`config.mk`:
```
export PLATFORM = sky130hd
export DESIGN_NAME = tx_frame_sequencer
export DESIGN_NICKNAME = d
export VERILOG_FILES = /design/src/rtl/tx_frame_sequencer_pkg.sv /design/src/rtl/tx_rr_arb.sv /design/src/rtl/tx_frame_sequencer.sv
export SDC_FILE = /design/constraint.sdc
export NUM_CORES = 1
export LEC_CHECK = 0
export ABC_AREA = 1
export ABC_CLOCK_PERIOD_IN_PS = 1800
export BUFFER_PORTS_ARGS = -buffer_cell sky130_fd_sc_hd__buf_2
export CAP_MARGIN = 20
export CORE_MARGIN = 10
export CORE_UTILIZATION = 45
export CTS_BUF_LIST = sky130_fd_sc_hd__clkbuf_4 sky130_fd_sc_hd__clkbuf_8
export DETAILED_ROUTE_END_ITERATION = 12
export PLACE_DENSITY = 0.69
export SLEW_MARGIN = 20
export SYNTH_ARGS = -nofsm -noshare
export SYNTH_HDL_FRONTEND = slang
export SYNTH_SLANG_ARGS = --single-unit
export TNS_END_PERCENT = 10
```
`constraint.sdc`:
```
create_clock -name clk_1m -period 1.8 [get_ports clk_1m]
set_input_delay 0.54 -clock clk_1m [delete_from_list [all_inputs] [get_ports clk_1m]]
set_output_delay 0.54 -clock clk_1m [all_outputs]
set_load 0.01 [all_outputs]
```
`src/rtl/tx_frame_sequencer_pkg.sv`:
```
// Symbol constants, sequencer state encoding and length helper shared by RTL and bench.
package tx_frame_sequencer_pkg;

  localparam logic [7:0] SYM_STP = 8'hFB;
  localparam logic [7:0] SYM_SDP = 8'h5C;
  localparam logic [7:0] SYM_END = 8'hFD;
  localparam logic [7:0] SYM_EDB = 8'hFE;
  localparam logic [7:0] SYM_SKP = 8'h1C;
  localparam logic [7:0] SYM_IDL = 8'h7C;
  localparam logic [7:0] SYM_FTS = 8'h3C;
  localparam logic [7:0] SYM_COM = 8'hBC;

  typedef enum logic [2:0] {
    ST_INIT,
    ST_IDLE,
    ST_SKP_OS,
    ST_START,
    ST_PAYLOAD,
    ST_FRAME_END
  } tx_state_e;

  // A 4-bit TLP length of zero encodes the maximum of 16 bytes.
  function automatic logic [4:0] tlp_len_decode(input logic [3:0] len);
    return (len == 4'd0) ? 5'd16 : {1'b0, len};
  endfunction

endpackage

```
`src/rtl/tx_rr_arb.sv`:
```
// Two-way round-robin pick between TLP and DLLP; combinational pick, registered last-grant bit.
// Latency 0 for the pick; last-grant updates on the edge where i_update is high. No backpressure.
module tx_rr_arb
  import tx_frame_sequencer_pkg::*;
(
  input  logic i_clk,
  input  logic i_rst_n,
  input  logic i_req_tlp,
  input  logic i_req_dllp,
  input  logic i_update,
  output logic o_any,
  output logic o_pick_dllp
);

  logic r_last_dllp;
  logic w_pick_dllp;

  // DLLP wins when it is alone, or on a tie when TLP was granted last.
  assign w_pick_dllp = i_req_dllp & (~i_req_tlp | ~r_last_dllp);
  assign o_pick_dllp = w_pick_dllp;
  assign o_any       = i_req_tlp | i_req_dllp;

  always_ff @(posedge i_clk or negedge i_rst_n) begin
    if (!i_rst_n) begin
      r_last_dllp <= 1'b0;
    end else if (i_update) begin
      r_last_dllp <= w_pick_dllp;
    end
  end

endmodule

```
`src/rtl/tx_frame_sequencer.sv`:
```
// Transmit symbol scheduler: frames TLP/DLLP packets, fills with IDL, inserts SKP sets at frame boundaries.
// One symbol per clock, all outputs registered; requesters are paced by gnt/rd, output is never stalled.
module tx_frame_sequencer
  import tx_frame_sequencer_pkg::*;
#(
  parameter int SKP_INTERVAL = 64,
  parameter int DLLP_LEN     = 2
) (
  input  logic       clk_1m,
  input  logic       reset_L,
  input  logic       tlp_req,
  input  logic [3:0] tlp_len,
  input  logic [7:0] tlp_data,
  output logic       tlp_gnt,
  output logic       tlp_rd,
  input  logic       dllp_req,
  input  logic [7:0] dllp_data,
  output logic       dllp_gnt,
  output logic       dllp_rd,
  output logic [7:0] data_out,
  output logic       k_out,
  output logic       valid_out
);

  localparam logic [7:0] SKP_MAX    = 8'(SKP_INTERVAL);
  localparam logic [4:0] DLLP_LEN_W = 5'(DLLP_LEN);

  tx_state_e r_state;
  tx_state_e w_nxt_state;
  logic [4:0] r_idx;
  logic [4:0] w_nxt_idx;
  logic [4:0] r_len;
  logic [4:0] w_nxt_len;
  logic [4:0] w_len_last;
  logic       r_sel_dllp;
  logic [7:0] r_skp_cnt;
  logic       w_skp_pending;
  logic       w_skp_clear;
  logic       w_boundary;
  logic       w_arb_update;
  logic       w_any_req;
  logic       w_pick_dllp;

  logic [7:0] r_data;
  logic       r_k;
  logic       r_valid;
  logic       r_tlp_gnt;
  logic       r_dllp_gnt;
  logic       r_tlp_rd;
  logic       r_dllp_rd;
  logic [7:0] w_nxt_data;
  logic       w_nxt_k;
  logic       w_nxt_tlp_gnt;
  logic       w_nxt_dllp_gnt;
  logic       w_nxt_tlp_rd;
  logic       w_nxt_dllp_rd;

  tx_rr_arb u_arb (
    .i_clk       (clk_1m),
    .i_rst_n     (reset_L),
    .i_req_tlp   (tlp_req),
    .i_req_dllp  (dllp_req),
    .i_update    (w_arb_update),
    .o_any       (w_any_req),
    .o_pick_dllp (w_pick_dllp)
  );

  assign w_skp_pending = (r_skp_cnt == SKP_MAX);
  assign w_len_last    = r_len - 5'd1;
  assign w_nxt_len     = w_pick_dllp ? DLLP_LEN_W : tlp_len_decode(tlp_len);
  assign w_skp_clear   = (w_nxt_state == ST_SKP_OS) && (w_nxt_idx == 5'd0);

  // r_state/r_idx describe the symbol currently on data_out; INIT with valid low means nothing sent yet.
  assign w_boundary = (r_state == ST_IDLE) || (r_state == ST_FRAME_END) ||
                      (((r_state == ST_SKP_OS) || ((r_state == ST_INIT) && r_valid)) &&
                       (r_idx == 5'd3));

  always_ff @(posedge clk_1m or negedge reset_L) begin
    if (!reset_L) begin
      r_state    <= ST_INIT;
      r_idx      <= 5'd0;
      r_len      <= 5'd0;
      r_sel_dllp <= 1'b0;
      r_skp_cnt  <= 8'd0;
    end else begin
      r_state <= w_nxt_state;
      r_idx   <= w_nxt_idx;
      if (w_arb_update) begin
        r_len      <= w_nxt_len;
        r_sel_dllp <= w_pick_dllp;
      end
      if (w_skp_clear) begin
        r_skp_cnt <= 8'd0;
      end else if (!w_skp_pending) begin
        r_skp_cnt <= r_skp_cnt + 8'd1;
      end
    end
  end

  always_comb begin
    w_nxt_state  = r_state;
    w_nxt_idx    = r_idx;
    w_arb_update = 1'b0;
    if (w_boundary) begin
      w_nxt_idx = 5'd0;
      if (w_skp_pending) begin
        w_nxt_state = ST_SKP_OS;
      end else if (w_any_req) begin
        w_nxt_state  = ST_START;
        w_arb_update = 1'b1;
      end else begin
        w_nxt_state = ST_IDLE;
      end
    end else begin
      case (r_state)
        ST_INIT: begin
          w_nxt_idx = r_valid ? (r_idx + 5'd1) : 5'd0;
        end
        ST_SKP_OS: begin
          w_nxt_idx = r_idx + 5'd1;
        end
        ST_START: begin
          w_nxt_state = ST_PAYLOAD;
          w_nxt_idx   = 5'd0;
        end
        ST_PAYLOAD: begin
          if (r_idx == w_len_last) begin
            w_nxt_state = ST_FRAME_END;
            w_nxt_idx   = 5'd0;
          end else begin
            w_nxt_idx = r_idx + 5'd1;
          end
        end
        default: begin
          w_nxt_state = ST_IDLE;
          w_nxt_idx   = 5'd0;
        end
      endcase
    end
  end

  // Outputs are decoded from the next state and registered, so the symbol appears on the edge that enters a state.
  always_comb begin
    w_nxt_data     = SYM_IDL;
    w_nxt_k        = 1'b1;
    w_nxt_tlp_gnt  = 1'b0;
    w_nxt_dllp_gnt = 1'b0;
    w_nxt_tlp_rd   = 1'b0;
    w_nxt_dllp_rd  = 1'b0;
    case (w_nxt_state)
      ST_INIT:   w_nxt_data = SYM_COM;
      ST_IDLE:   w_nxt_data = SYM_IDL;
      ST_SKP_OS: w_nxt_data = (w_nxt_idx == 5'd0) ? SYM_COM : SYM_SKP;
      ST_START: begin
        w_nxt_data     = w_pick_dllp ? SYM_SDP : SYM_STP;
        w_nxt_tlp_gnt  = ~w_pick_dllp;
        w_nxt_dllp_gnt = w_pick_dllp;
        w_nxt_tlp_rd   = ~w_pick_dllp;
        w_nxt_dllp_rd  = w_pick_dllp;
      end
      ST_PAYLOAD: begin
        w_nxt_data    = r_sel_dllp ? dllp_data : tlp_data;
        w_nxt_k       = 1'b0;
        w_nxt_tlp_rd  = ~r_sel_dllp & (w_nxt_idx != w_len_last);
        w_nxt_dllp_rd = r_sel_dllp & (w_nxt_idx != w_len_last);
      end
      ST_FRAME_END: w_nxt_data = SYM_END;
      default:      w_nxt_data = SYM_IDL;
    endcase
  end

  always_ff @(posedge clk_1m or negedge reset_L) begin
    if (!reset_L) begin
      r_data     <= 8'h00;
      r_k        <= 1'b0;
      r_valid    <= 1'b0;
      r_tlp_gnt  <= 1'b0;
      r_dllp_gnt <= 1'b0;
      r_tlp_rd   <= 1'b0;
      r_dllp_rd  <= 1'b0;
    end else begin
      r_data     <= w_nxt_data;
      r_k        <= w_nxt_k;
      r_valid    <= 1'b1;
      r_tlp_gnt  <= w_nxt_tlp_gnt;
      r_dllp_gnt <= w_nxt_dllp_gnt;
      r_tlp_rd   <= w_nxt_tlp_rd;
      r_dllp_rd  <= w_nxt_dllp_rd;
    end
  end

  assign data_out  = r_data;
  assign k_out     = r_k;
  assign valid_out = r_valid;
  assign tlp_gnt   = r_tlp_gnt;
  assign dllp_gnt  = r_dllp_gnt;
  assign tlp_rd    = r_tlp_rd;
  assign dllp_rd   = r_dllp_rd;

endmodule

```
==> run_results.csv <==
group,metric,value,unit
yosys,synth-edff-count,0,
final_layout,layout-drive-gt1-share,0.429,
global_routing,grt_pass1_vias,2154,
yosys,avgSynthCellArea,7.39,sq um
global_routing,grt-ovfl-total,0,
worst_setup_path,path_max_fanout,7,
worst_setup_path,r2r_start,"r_len[1]$_DFFE_PN0P_",
place,place_congestion,0.902,
floorplanning,ios,38,
worst_setup_path,reg2reg_depth,16,
outcome,violations,"setup timing",
timing,fin_skew,0.00379,ns
yosys,synth_area,2070,sq um
detailed_routing,vias,2154,
detailed_routing,final_antenna_net_count,0,
yosys,ys_ff_latch,36,
cts,cts_hold_buf,0,
timing,finalCritPeriodShare,1.16,
detailed_routing,drt-total-wl,6.01,mm
final_layout,fillers,338,
place,hpwlAfterDp,4.36,mm
cts,clkLatencyLatePin,0.29,ns
cts,cts_root_buffer,"clkbuf_8",
pwr,power,5.24,mW
detailed_routing,drc,0,
floorplanning,die_width,87.8,microns
place,dp_worst_setup_slack,-0.305,ns
pwr,powerDensity,1700,nW/um^2
yosys,ys.flop_type,"dfrtp_1",
floorplanning,row_count,24,
worst_setup_path,critPathCaptureType,"flip-flop",
timing,timing.hold.ws,0.279,ns
cts,cts_tree,"yes",
outcome,status,"finished, violations left",
timing,max_freq,478,MHz
detailed_routing,drt-initial-drc-count,163,
global_routing,track_usage,0.157,
run,cap_viol_max_count,0,
detailed_routing,firstDrtPassIters,4,
final_layout,final_nets,415,
floorplanning,coreArea,4410,sq um
detailed_routing,wl_met1,2.50,mm
final_layout,antennaDiodeCount,0,
worst_setup_path,r2r_end,"tlp_rd$_DFF_PN0_",
yosys,yosys_warnings,0,
cts,h-tree-depth,2,
min_path,hold_path_class,"in -> async",
pwr,power_leakage,1.75,nW
worst_setup_path,startpoint_type,"flip-flop",
place,io_buffers,37,
pwr,peakVddDrop,0.886,mV
floorplanning,dieArea,7710,sq um
timing,drv_slew,0,
floorplanning,die_h,87.8,microns
timing,hold_violations,0,
detailed_routing,wl_met2,3.17,mm
timing,setup_slack,-0.293,ns
yosys,syn_inst,280,
yosys,seq_area_frac_synth,0.435,
global_routing,antenna_found_initial,0,
worst_setup_path,path_class,"reg -> reg",
global_routing,grt_start_max_net_pins,37,
cts,cts.sinks,36,
timing,min_period,2.09,ns
timing,grt_setup_unrepaired,"true",
yosys,synth.distinct_cells,26,
final_layout,syn2layout_area_growth,49.3,%
detailed_routing,post_drt_wl_per_cell,13.7,microns
global_routing,grt_pass1_wl,9.74,mm
cts,cts_buffer_depth,2,
detailed_routing,wl_met3,288,microns
yosys,async_reset_ff_frac,1.00,
cts,cts_buffers,5,
worst_setup_path,crit_required,1.99,ns
floorplanning,initial_core_util,0.469,
detailed_routing,highest_layer,"met4",
yosys,syn_nets,308,
timing,setup_viol,23,
worst_setup_path,cp.arrival,2.28,ns
detailed_routing,via_per_inst,4.91,
worst_setup_path,rrSetupSlack,-0.29,ns
cts,clk_pin_slew_worst_paths,0.07,ns
## worst max-delay path by stage
stage	endpoint	startpoint
global placement	data_out[2]$_DFF_PN0_	r_len[1]$_DFFE_PN0P_
global route	dllp_rd$_DFF_PN0_	r_len[1]$_DFFE_PN0P_
CTS	data_out[5]$_DFF_PN0_	r_len[1]$_DFFE_PN0P_
detailed placement	data_out[7]$_DFF_PN0_	r_len[1]$_DFFE_PN0P_
floorplan	r_skp_cnt[0]$_DFFE_PN0P_	r_len[0]$_DFFE_PN0P_
finish	tlp_rd$_DFF_PN0_	r_len[1]$_DFFE_PN0P_
## cells by family (layout without fill, tap and decap cells)
logic type / Yosys count / in the layout / share of synthesized area
and+or+nand+nor: 158 / 159 / 0.360
buffers and inverters: 60 / 166 / 0.109
DFF: 36 / 36 / 0.435
AOI/OAI and AO/OA: 16 / 16 / 0.0490
xor gates and xnor gates: 5 / 5 / 0.0212
adders and majority gates: 4 / 4 / 0.0242
other: 1 / 1 / 0.00181
## per-stage QoR
step | area [sq um] | utilization | TNS [ns] | instances
after floorplan | 2090 | - | -1.34 | 280
after global placement | 2760 | 0.625 | -3.65 | 425
after detailed placement | 2760 | 0.625 | -5.11 | 425
after CTS | 2980 | 0.674 | -3.91 | 436
after global routing | 3090 | 0.700 | -8.35 | 439
final | 3090 | 0.700 | -4.47 | 439
## final cells by class
type                       instances  area (sq um)  share of cell area
clock buffer                       7          96.3              0.0312
inverter                          60           230              0.0745
multi-input combinational        185          1140               0.369
sequential                        36           901               0.291
tap                               52          65.1              0.0211
timing repair buffer              99           658               0.213
## power by group
group / switching (mW) / internal, mW
clock network: 0.294 / 0.341
logic: 1.86 / 1.53
registers: 0.141 / 1.08
total: 2.29 / 2.95
## routing by layer
metal,up-vias,GRT usage
li1,1085,-
met5,-,0
met4,0,0.0420
met3,5,0.0464
met2,43,0.261
met1,1021,0.193
## flip-flops by register name (all words and copies together), names as in the netlist, 3 cells and up
name / flops
data_out: 8
r_idx: 5
r_len: 5
r_skp_cnt: 8
r_state: 3
## worst max-delay path, stage by stage (launching register included)
cell and delay (ns):
dfrtp_1 0.39, inv_2 0.09, ha_4 0.17, buf_6 0.10, nand2_2 0.04, nand3_2 0.06, nand2_2 0.05, nor2_1 0.12
nand4_2 0.12, nand2_2 0.14, nand2_8 0.10, nand2_4 0.10, nor3_1 0.08, nor2_1 0.18, nand3_2 0.11, nand2_1 0.08
nand2_1 0.05
## cell usage in the layout (no fill, tap or decap), drive strengths merged, types with 3 or more instances in the layout
cell type,instances
a21oi,4
dfrtp,36
ha,4
xor2,5
o22ai,4
o21ai,3
nand3,30
clkbuf,7
buf,99
nand2,82
nand4,10
inv,60
nor2,32
## synth_stat cells, types with 2 or more instances
master	number	area (sq um)
nor2_4	2	22.5
dfrtp_1	36	901
nor2_1	24	90.1
ha_1	4	50.1
nor3_1	2	10.0
o21ai_0	3	15.0
inv_1	56	210
nand3b_1	2	15.0
nand4_1	9	56.3
o22ai_1	4	25.0
nand2_2	5	31.3
nand2_4	2	22.5
o22a_1	2	17.5
nand2_1	75	282
inv_2	4	15.0
nand3_1	28	140
a21oi_1	4	20.0
nor2_2	6	37.5
xor2_1	5	43.8
## what timing repair did
action                     4_1_cts  5_1_grt
resized for setup               23       29
pin swaps                       11       15
setup endpoints to repair       23       32
setup buffers                    3        3
cloned                           1        0
Note: power is estimated with default switching activity, not from simulation.
